### src/rtl/alu_logic_pkg.sv
// alu_logic_pkg: shared types and default widths for the ALU_Logical controller.
//   op_e    : request opcode (AND, OR, NEG, NOT)
//   state_e : controller FSM state
package alu_logic_pkg;
    localparam int DATA_W_DEF = 32;
    localparam int CNT_W_DEF  = 16;
    typedef enum logic [1:0] {OP_AND, OP_OR, OP_NEG, OP_NOT} op_e;
    typedef enum logic [1:0] {S_IDLE, S_ISSUE, S_RESP} state_e;
endpackage

### src/rtl/alu_logic_ctrl_rr_arb2.sv
// rr_arb2: two-way round-robin grant with a registered last-granted pointer.
//   clk, clr_n : clock, async active-low reset (last resets to 1)
//   req_i      : request vector
//   en_i       : a grant is consumed this cycle; updates the pointer
//   gnt_o      : one-hot (or zero) grant
module rr_arb2 (
    input  logic       clk,
    input  logic       clr_n,
    input  logic [1:0] req_i,
    input  logic       en_i,
    output logic [1:0] gnt_o
);
    logic last_q, last_d;
    always_comb begin
        // On a tie the requester not granted last wins; a lone request always wins.
        gnt_o  = (&req_i) ? (last_q ? 2'b01 : 2'b10) : req_i;
        last_d = en_i ? gnt_o[1] : last_q;
    end
    always_ff @(posedge clk or negedge clr_n) begin
        if (!clr_n) last_q <= 1'b1;
        else        last_q <= last_d;
    end
endmodule

### src/rtl/alu_logic_ctrl.sv
// alu_logic_ctrl: arbitrating controller for the external ALU_Logical block.
//   clk, clr_n              : clock, async active-low reset
//   req_valid/req_ready     : per-requester handshake (bit i = requester i)
//   req_op*/req_a*/req_b*   : opcode and operands per requester
//   alu_a/alu_b, alu_<sel>  : registered operands and one-hot selects to the ALU
//   alu_c                   : combinational ALU result
//   rsp_valid/rsp_ready     : response handshake; rsp_id/rsp_data tag and result
//   op_count                : saturating completed-operation counter
//   chk_err                 : sticky self-check error (ALU_LOGIC_CHECK_EN), else 0
// Optional feature macro: ALU_LOGIC_CHECK_EN
module alu_logic_ctrl
    import alu_logic_pkg::*;
#(
    parameter int DATA_W = DATA_W_DEF,
    parameter int CNT_W  = CNT_W_DEF
) (
    input  logic              clk,
    input  logic              clr_n,
    input  logic [1:0]        req_valid,
    output logic [1:0]        req_ready,
    input  logic [1:0]        req_op0,
    input  logic [1:0]        req_op1,
    input  logic [DATA_W-1:0] req_a0,
    input  logic [DATA_W-1:0] req_b0,
    input  logic [DATA_W-1:0] req_a1,
    input  logic [DATA_W-1:0] req_b1,
    output logic [DATA_W-1:0] alu_a,
    output logic [DATA_W-1:0] alu_b,
    output logic              alu_and,
    output logic              alu_or,
    output logic              alu_neg,
    output logic              alu_not,
    input  logic [DATA_W-1:0] alu_c,
    output logic              rsp_valid,
    input  logic              rsp_ready,
    output logic              rsp_id,
    output logic [DATA_W-1:0] rsp_data,
    output logic [CNT_W-1:0]  op_count,
    output logic              chk_err
);
    state_e            state_q, state_d;
    logic [1:0]        gnt;
    logic              accept;
    op_e               op;
    logic [DATA_W-1:0] a_q, a_d, b_q, b_d, data_q, data_d;
    logic [3:0]        sel_q, sel_d;
    logic              id_q, id_d;
    logic [CNT_W-1:0]  cnt_q, cnt_d;

    rr_arb2 u_arb (
        .clk   (clk),
        .clr_n (clr_n),
        .req_i (req_valid),
        .en_i  (accept),
        .gnt_o (gnt)
    );

    assign accept    = (state_q == S_IDLE) && (|req_valid);
    assign req_ready = (state_q == S_IDLE) ? gnt : 2'b00;
    assign op        = op_e'(gnt[1] ? req_op1 : req_op0);

    always_comb begin
        state_d = state_q;
        a_d     = a_q;
        b_d     = b_q;
        sel_d   = sel_q;
        id_d    = id_q;
        data_d  = data_q;
        cnt_d   = cnt_q;
        unique case (state_q)
            S_IDLE: if (accept) begin
                state_d = S_ISSUE;
                id_d    = gnt[1];
                a_d     = gnt[1] ? req_a1 : req_a0;
                b_d     = gnt[1] ? req_b1 : req_b0;
                // Select bits are ordered {and, or, neg, not}, matching the opcode order.
                sel_d   = 4'b1000 >> op;
            end
            S_ISSUE: begin
                state_d = S_RESP;
                data_d  = alu_c;
            end
            S_RESP: if (rsp_ready) begin
                state_d = S_IDLE;
                sel_d   = '0;
                cnt_d   = (&cnt_q) ? cnt_q : cnt_q + 1'b1;
            end
            default: state_d = S_IDLE;
        endcase
    end

    always_ff @(posedge clk or negedge clr_n) begin
        if (!clr_n) begin
            state_q <= S_IDLE;
            a_q     <= '0;
            b_q     <= '0;
            sel_q   <= '0;
            id_q    <= 1'b0;
            data_q  <= '0;
            cnt_q   <= '0;
        end else begin
            state_q <= state_d;
            a_q     <= a_d;
            b_q     <= b_d;
            sel_q   <= sel_d;
            id_q    <= id_d;
            data_q  <= data_d;
            cnt_q   <= cnt_d;
        end
    end

    assign alu_a     = a_q;
    assign alu_b     = b_q;
    assign {alu_and, alu_or, alu_neg, alu_not} = sel_q;
    assign rsp_valid = (state_q == S_RESP);
    assign rsp_id    = id_q;
    assign rsp_data  = data_q;
    assign op_count  = cnt_q;

`ifdef ALU_LOGIC_CHECK_EN
    logic [DATA_W-1:0] exp_c;
    logic              err_q;
    // The registered one-hot select is the registered opcode.
    assign exp_c = sel_q[3] ? (a_q & b_q) :
                   sel_q[2] ? (a_q | b_q) :
                   sel_q[1] ? (~a_q + 1'b1) : ~a_q;
    always_ff @(posedge clk or negedge clr_n) begin
        if (!clr_n) err_q <= 1'b0;
        else        err_q <= err_q | ((state_q == S_ISSUE) && (alu_c != exp_c));
    end
    assign chk_err = err_q;
`else
    assign chk_err = 1'b0;
`endif
endmodule

### config.mk
export PLATFORM = sky130hd
export DESIGN_NAME = alu_logic_ctrl
export DESIGN_NICKNAME = d
export VERILOG_FILES = /design/src/rtl/alu_logic_pkg.sv /design/src/rtl/alu_logic_ctrl_rr_arb2.sv /design/src/rtl/alu_logic_ctrl.sv
export SDC_FILE = /design/constraint.sdc
export NUM_CORES = 1
export LEC_CHECK = 0
export ABC_AREA = 1
export BUFFER_PORTS_ARGS = -buffer_cell sky130_fd_sc_hd__buf_2
export CAP_MARGIN = 15
export CORE_MARGIN = 2
export CORE_UTILIZATION = 45
export DETAILED_ROUTE_END_ITERATION = 12
export PLACE_DENSITY_LB_ADDON = 0.05
export SLEW_MARGIN = 20
export SYNTH_ARGS = -nofsm -noshare
export SYNTH_HDL_FRONTEND = slang
export SYNTH_HIERARCHICAL = 1
export SYNTH_SLANG_ARGS = --single-unit
### constraint.sdc
create_clock -name clk -period 2.05 [get_ports clk]
set_clock_uncertainty 0.05 [all_clocks]
set_input_delay 0.205 -clock clk [delete_from_list [all_inputs] [get_ports clk]]
set_output_delay 0.205 -clock clk [all_outputs]
set_load 0.005 [all_outputs]
==> results of run 1 <==
==> metal layers <==
| metal | vias up | routed length [µm] | GRT usage |
|---|---|---|---|
| met3 | 70 | 1595 | 0.08258 |
| li1 | 2890 | - | - |
| met5 | - | 0 | 0 |
| met4 | 0 | 806 | 0.1622 |
| met1 | 2887 | 6887 | 0.3173 |
| met2 | 336 | 9888 | 0.5160 |
==> worst min-delay path: cells and delay by family <==
family          cells  cell delay, ns
simple gates        1            0.05
compound gates      1            0.08
buf+inv             1            0.10
==> power groups by stage <==
| stage | combinational, W | clock (W) | sequential, W |
|---|---|---|---|
| after CTS | 0.00437 | 0.00376 | 0.00410 |
| after floorplan | 0.00222 | 0 | 0.00420 |
| after global routing | 0.00491 | 0.00386 | 0.00426 |
| after global placement | 0.00405 | 0 | 0.00408 |
| after detailed placement | 0.00415 | 0 | 0.00412 |
| final | 0.00445 | 0.00372 | 0.00414 |
==> sequential cells by signal, indices dropped and copies added, names as in the netlist <==
register,count
alu_a,32
alu_b,32
op_count,16
rsp_data,32
rsp_id,1
sel_q,4
state_q,2
u_arb/last_q,1
==> synth_stat cells (all sizes together), types with 2 or more instances <==
cell type / instances / share of area
a31oi: 64 / 0.073
mux2: 32 / 0.065
o21ai: 13 / 0.014
nand2: 208 / 0.15
nand3: 14 / 0.013
xnor2: 6 / 0.0095
nor2: 92 / 0.068
buf: 24 / 0.027
nand4: 6 / 0.0068
clkbuf: 10 / 0.0068
inv: 21 / 0.014
dfrtp: 119 / 0.54
clkinv: 2 / 0.0016
==> timing repair <==
item                                   in CTS  in global routing
endpoints found under the hold margin     127                  0
setup endpoints to repair                   0                  0
hold buffers                              146                  0
==> final cells by class <==
cell class / instances / area, µm² / area share
antenna: 1 / 2.502 / 0.0002694
clock buffer: 19 / 432.9 / 0.04660
clock inverter: 13 / 297.8 / 0.03205
inverter: 23 / 87.58 / 0.009428
multi-input combinational: 442 / 2243 / 0.2415
sequential: 120 / 3004 / 0.3234
tap: 147 / 183.9 / 0.01980
timing repair buffer: 445 / 3038 / 0.3270
==> per-stage QoR <==
step | setup slack (ns) | cell area, µm² | cells | hold slack (ns)
after global placement | 0.3769 | 7096 | 1031 | 0.1608
final | 0.1672 | 9290 | 1210 | 0.009912
after floorplan | 0.4529 | 5514 | 619 | -0.1406
after detailed placement | 0.2877 | 7096 | 1031 | 0.1550
after CTS | 0.1541 | 9288 | 1209 | 0.0002147
after global routing | 0.02477 | 9288 | 1209 | 0.01373
==> how the worst max path moves through the flow <==
stage / startpoint / end / cells past startpoint
2_1_floorplan: u_arb/last_q / alu_b[10] / 7
3_5_place_dp: op_count[0] / op_count[9] / 9
6_report: state_q[0] / u_arb/last_q / 7
5_1_grt: state_q[0] / u_arb/last_q / 7
4_1_cts: state_q[0] / u_arb/last_q / 7
3_3_place_gp: op_count[0] / op_count[9] / 9
==> cell families (layout without fill, tap and decap cells) <==
| family | Yosys count | in the layout | synth area share |
|---|---|---|---|
| other | 1 | 2 | 0.0006801 |
| buffers and inverters | 57 | 500 | 0.04946 |
| multiplexers | 32 | 32 | 0.06535 |
| AO/OA/AOI/OAI | 80 | 80 | 0.09008 |
| flip-flops | 120 | 120 | 0.5448 |
| XOR/XNOR | 7 | 7 | 0.01112 |
| adder cells (fa/ha/maj) | 1 | 1 | 0.002269 |
| AND/OR/NAND/NOR | 321 | 321 | 0.2362 |
==> run_results.csv, run 1 <==
group,metric,value,unit
routing,viasPerCell,5.110,
worst_setup_path,crit_path_end_kind,"flop",
synthesis,yosysWarnings,6,
worst_setup_path,crit_family,"buffers and inverters",
cells_and_area,area_delta_synth_final,68.48,%
global_route,antenna_found_initial,0,
power_and_ir_drop,internal_power,0.008275,W
worst_setup_path,worst-path-buf-inv,3,
routing,drtIter0Drc,438,
floorplan,initial_core_util,0.4610,
synthesis,syn_nets,789,
power_and_ir_drop,cellLeakagePower,4.578,nW
floorplan,ioPinCount,290,
power_and_ir_drop,pwr-share-comb,0.362,
clock_network,cts_made_buffers,17,
global_route,grt_pass1_vias,6276,
cells_and_area,final_cell_mix,"287 x buf_2, 202 x nand2_1, 146 x dlygate4sd3_1, 119 x dfrtp_1, 85 x nor2_1",
worst_hold_path,hold_start,"req_b0[8]",
worst_hold_path,hold_class,"in -> reg",
power_and_ir_drop,max-vdd-ir-drop,706.1,µV
timing,hold_viol_final,0,
timing,maxSlewViolCount,0,
floorplan,dieHeight,114.7,µm
synthesis,synth-edff-count,0,
worst_hold_path,min_to,"alu_b[8]",
worst_setup_path,slowest_delay,0.56,ns
routing,first_pass_iters,5,
cells_and_area,utilization,0.7767,
power_and_ir_drop,p_per_area,1325,nW/µm²
cells_and_area,final_common_cell,"buf_2",
global_route,overflow,0,
global_route,grt_pass1_wl,29830,µm
routing,wl,19180,µm
synthesis,synth_area_per_cell,8.908,µm²
synthesis,async_flop_share,1.000,
clock_network,cts_tree,"done",
worst_setup_path,cpMostUsedCell,"nand2_1",
power_and_ir_drop,switching_power,0.004037,W
synthesis,post_synth_instance_area,5514,µm²
clock_network,path_clk_slew,0.06,ns
synthesis,ys_ff_latch,120,
worst_setup_path,cp_slowest_cell,"dlygate4sd3_1",
clock_network,clock-sinks,120,
timing,rsz0062_at_grt,"false",
power_and_ir_drop,power_frac_seq,0.336,
timing,tightest_slew,0.5205,ns
outcome,status,"complete, no violations",
worst_setup_path,r2r-end,"u_arb/last_q",
clock_network,clk_latency,0.41,ns
timing,finalSetupTns,0,ns
worst_hold_path,hold_path_depth,3,
clock_network,htree_levels,4,
flow_run,drv_cap,0,
worst_setup_path,path_cells,"inv_1 -> nand2_1 -> nor2_4 -> buf_12 -> nand3_1 -> dlygate4sd3_1 -> nand2_1",
cells_and_area,fin_nets,1219,
floorplan,core_area,11960,µm²
power_and_ir_drop,total_power,0.01231,W
clock_network,post_cts_buffers,0,
global_route,gr-usage-all-layers,0.2931,
worst_setup_path,critical_path_class,"reg -> reg",
synthesis,syn_inst,619,
synthesis,synth_flop_cell,"dfrtp_1",
routing,drc,0,
placement,io_buffer_count,288,
placement,routabilityCongestion,0.8210,
clock_network,clock_path_buffers,2,
floorplan,die_w,114.7,µm
worst_setup_path,r2r_slack,0.17,ns
power_and_ir_drop,clockPowerShare,0.302,
timing,setup_viol,0,
timing,max_freq,0.5311,GHz
power_and_ir_drop,swShare,0.3279,
cells_and_area,fillers,780,
worst_setup_path,critPathMaxFanout,72,
timing,maxSlewHeadroom,0.6530,
floorplan,num_rows,40,
clock_network,cts_root_buf,"clkbuf_16",
routing,routedWlPerCell,15.85,µm
worst_setup_path,required,2.36,ns
routing,vias,6183,
floorplan,die-area,13150,µm²
placement,dp_hpwl,11740,µm
worst_setup_path,startpoint_type,"flop",
timing,period_needed,1.883,ns
synthesis,synth_cell_type_count,32,
worst_setup_path,arrival,2.19,ns
global_route,grt_max_degree,73,
worst_setup_path,reg2reg_from,"state_q[0]",
timing,fin_crit_sh,0.9184,
synthesis,ys_seq_area_frac,0.5448,
worst_setup_path,r2r_cells,7,
cells_and_area,layout-drive-gt1-share,0.3597,
clock_network,ctsResizeCount,0,
routing,ant_nets,0,
(Power assumes the default switching activity.)
==> inputs of run 2 (changes only) <==
==> constraint.sdc (replaced) <==
create_clock -name clk -period 2.05 [get_ports clk]
set_clock_uncertainty 0.05 [all_clocks]
set_input_delay 0.1025 -clock clk [delete_from_list [all_inputs] [get_ports clk]]
set_output_delay 0.1025 -clock clk [all_outputs]
set_load 0.005 [all_outputs]
==> run_results.csv, run 2 (synthesis gave the netlist of run 1 again) <==
group,metric,value,unit
clock_network,path_clk_slew,0.06,ns
global_route,antenna_found_initial,1,
timing,fin_hold_ws,-0.01462,ns
clock_network,clock_path_buffers,2,
cells_and_area,layout.area.seq,3004,µm²
floorplan,dieHeight,114.7,µm
power_and_ir_drop,p_per_area,1316,nW/µm²
worst_setup_path,worst-path-buf-inv,3,
worst_setup_path,arrival,2.29,ns
worst_setup_path,crit_family,"buffers and inverters",
global_route,grt_use_met2,0.5566,
clock_network,cts_tree,"done",
global_route,grt_pass1_vias,6745,
timing,setup_viol,0,
cells_and_area,multiInputGateArea,2266,µm²
worst_setup_path,reg2reg_from,"u_arb/last_q",
routing,routedWlPerCell,17.73,µm
placement,routabilityCongestion,0.8109,
timing,maxSlewHeadroom,0.6037,
worst_setup_path,startpoint_type,"flop",
worst_setup_path,r2r-end,"alu_a[14]",
placement,dp_hpwl,11790,µm
timing,fin_crit_sh,0.9740,
worst_setup_path,cp_slowest_cell,"dlygate4sd3_1",
cells_and_area,fin_nets,1252,
cells_and_area,layout.cells.non_filler,1243,
worst_setup_path,critPathLaunch,"u_arb/last_q",
power_and_ir_drop,max-vdd-ir-drop,707.5,µV
global_route,grt_pass1_wl,32200,µm
global_route,grt_use_met1,0.3344,
routing,viasPerCell,5.209,
routing,wl,22040,µm
worst_setup_path,crit_path_end_kind,"flop",
worst_setup_path,path_cells,"nand2_1 -> and2_4 -> inv_4 -> buf_12 -> nand2_1 -> a31oi_1 -> dlygate4sd3_1",
floorplan,core_area,11960,µm²
global_route,grt_max_degree,73,
timing,maxSlewViolCount,0,
routing,first_pass_iters,5,
outcome,status,"complete, but fails checks",
timing,hold_viol_final,1,
clock_network,cts_root_buf,"clkbuf_16",
clock_network,cts_made_buffers,17,
global_route,met3_usage,0.09529,
worst_setup_path,critical_path_class,"reg -> reg",
floorplan,initial_core_util,0.4610,
timing,max_freq,0.5008,GHz
global_route,gr-usage-all-layers,0.3171,
global_route,overflow,0,
timing,tightest_slew,0.5944,ns
worst_setup_path,cpMostUsedCell,"nand2_1",
worst_setup_path,r2r_cells,7,
cells_and_area,final_cell_mix,"287 x buf_2, 201 x nand2_1, 167 x dlygate4sd3_1, 119 x dfrtp_1, 85 x nor2_1",
routing,drc,0,
floorplan,die-area,13150,µm²
worst_setup_path,critPathMaxFanout,16,
worst_setup_path,r2r_slack,0.05,ns
routing,ant_nets,0,
floorplan,ioPinCount,290,
worst_hold_path,hold_path_depth,3,
floorplan,num_rows,40,
placement,dp_slack,0.2928,ns
worst_setup_path,cp.depth,7,
worst_hold_path,hold_class,"in -> reg",
floorplan,die_w,114.7,µm
flow_run,drv_cap,0,
clock_network,htree_levels,4,
routing,drtIter0Drc,511,
timing,rsz0062_at_grt,"false",
timing,worst_slack,0.05331,ns
clock_network,clk_latency,0.41,ns
cells_and_area,layout-drive-gt1-share,0.3638,
power_and_ir_drop,cellLeakagePower,4.696,nW
placement,place_inst,1032,
cells_and_area,final_common_cell,"buf_2",
clock_network,clock-sinks,120,
worst_setup_path,endpoint,"alu_a[14]",
timing,period_needed,1.997,ns
cells_and_area,fillers,729,
timing,finalSetupTns,0,ns
outcome,violations,"hold timing",
worst_setup_path,slowest_delay,0.59,ns
routing,vias,6475,
placement,io_buffer_count,288,
global_route,gr-max-usage-layer,"met2",
worst_setup_path,required,2.35,ns
cells_and_area,area_delta_synth_final,74.11,%
==> run 2: changes by cell type in the layout (fill, tap and decap cells not counted), moves of 3 or more <==
| cell | delta |
|---|---|
| dlygate4sd3_1 | +21 |
| bufinv_16 | -6 |
| clkbuf_16 | +5 |
| clkinv_2 | +4 |
| clkinvlp_4 | +4 |
| a31oi_1 | -3 |
| a31oi_2 | +3 |
==> run 2: cell type report <==
class,instances,area share
timing repair buffer,478,0.3611
sequential,120,0.3129
multi-input combinational,442,0.2360
clock buffer,17,0.04431
tap,147,0.01916
clock inverter,14,0.01655
inverter,23,0.009384
antenna,2,0.0005213
==> run 2: worst min path at each step <==
stage,startpoint,endpoint
after floorplan,clr_n,alu_a[0]
after global placement,clr_n,op_count[7]
after detailed placement,clr_n,op_count[13]
after CTS,req_op1[1],sel_q[1]
after global routing,req_a0[12],alu_a[12]
final,req_a0[12],alu_a[12]
==> run 2: report_power, final <==
group / switching (W) / leakage, nW / internal (W)
Sequential: 0.000672 / 1.40 / 0.00349
Combinational: 0.00268 / 3.01 / 0.00279
Clock: 0.00111 / 0.280 / 0.00189
==> run 2: metal layers <==
| metal | vias to the layer above | wire [µm] |
|---|---|---|
| met3 | 102 | 1640 |
| met5 | - | 0 |
| met2 | 371 | 11270 |
| met4 | 0 | 1142 |
| li1 | 2959 | - |
| met1 | 3043 | 7985 |
==> run 2: through the flow <==
step / util / power, W / hold slack (ns) / instance area (µm²)
after floorplan: - / 0.006416 / -0.2431 / 5514
after global placement: 0.5938 / 0.008126 / 0.08342 / 7103
after detailed placement: 0.5938 / 0.008269 / 0.09188 / 7103
after CTS: 0.7841 / 0.01190 / 0.03849 / 9379
after global routing: 0.8024 / 0.01333 / 0.004037 / 9598
final: 0.8026 / 0.01263 / -0.01462 / 9600
==> run 2: worst reg2reg max path: cells and delay by family (launching register included) <==
family	cells	cell delay, ns
and+or+nand+nor	3	0.31
buffers and inverters	3	0.83
AOI/OAI and AO/OA	1	0.19
DFF	1	0.53
==> run 2: timing repair <==
| action | in CTS | in global routing |
|---|---|---|
| endpoints found under the hold margin | 137 | 1 |
| buffers inserted | 0 | 5 |
| hold buffers | 169 | 1 |
| setup endpoints to repair | 0 | 25 |
| resized for setup | 0 | 17 |
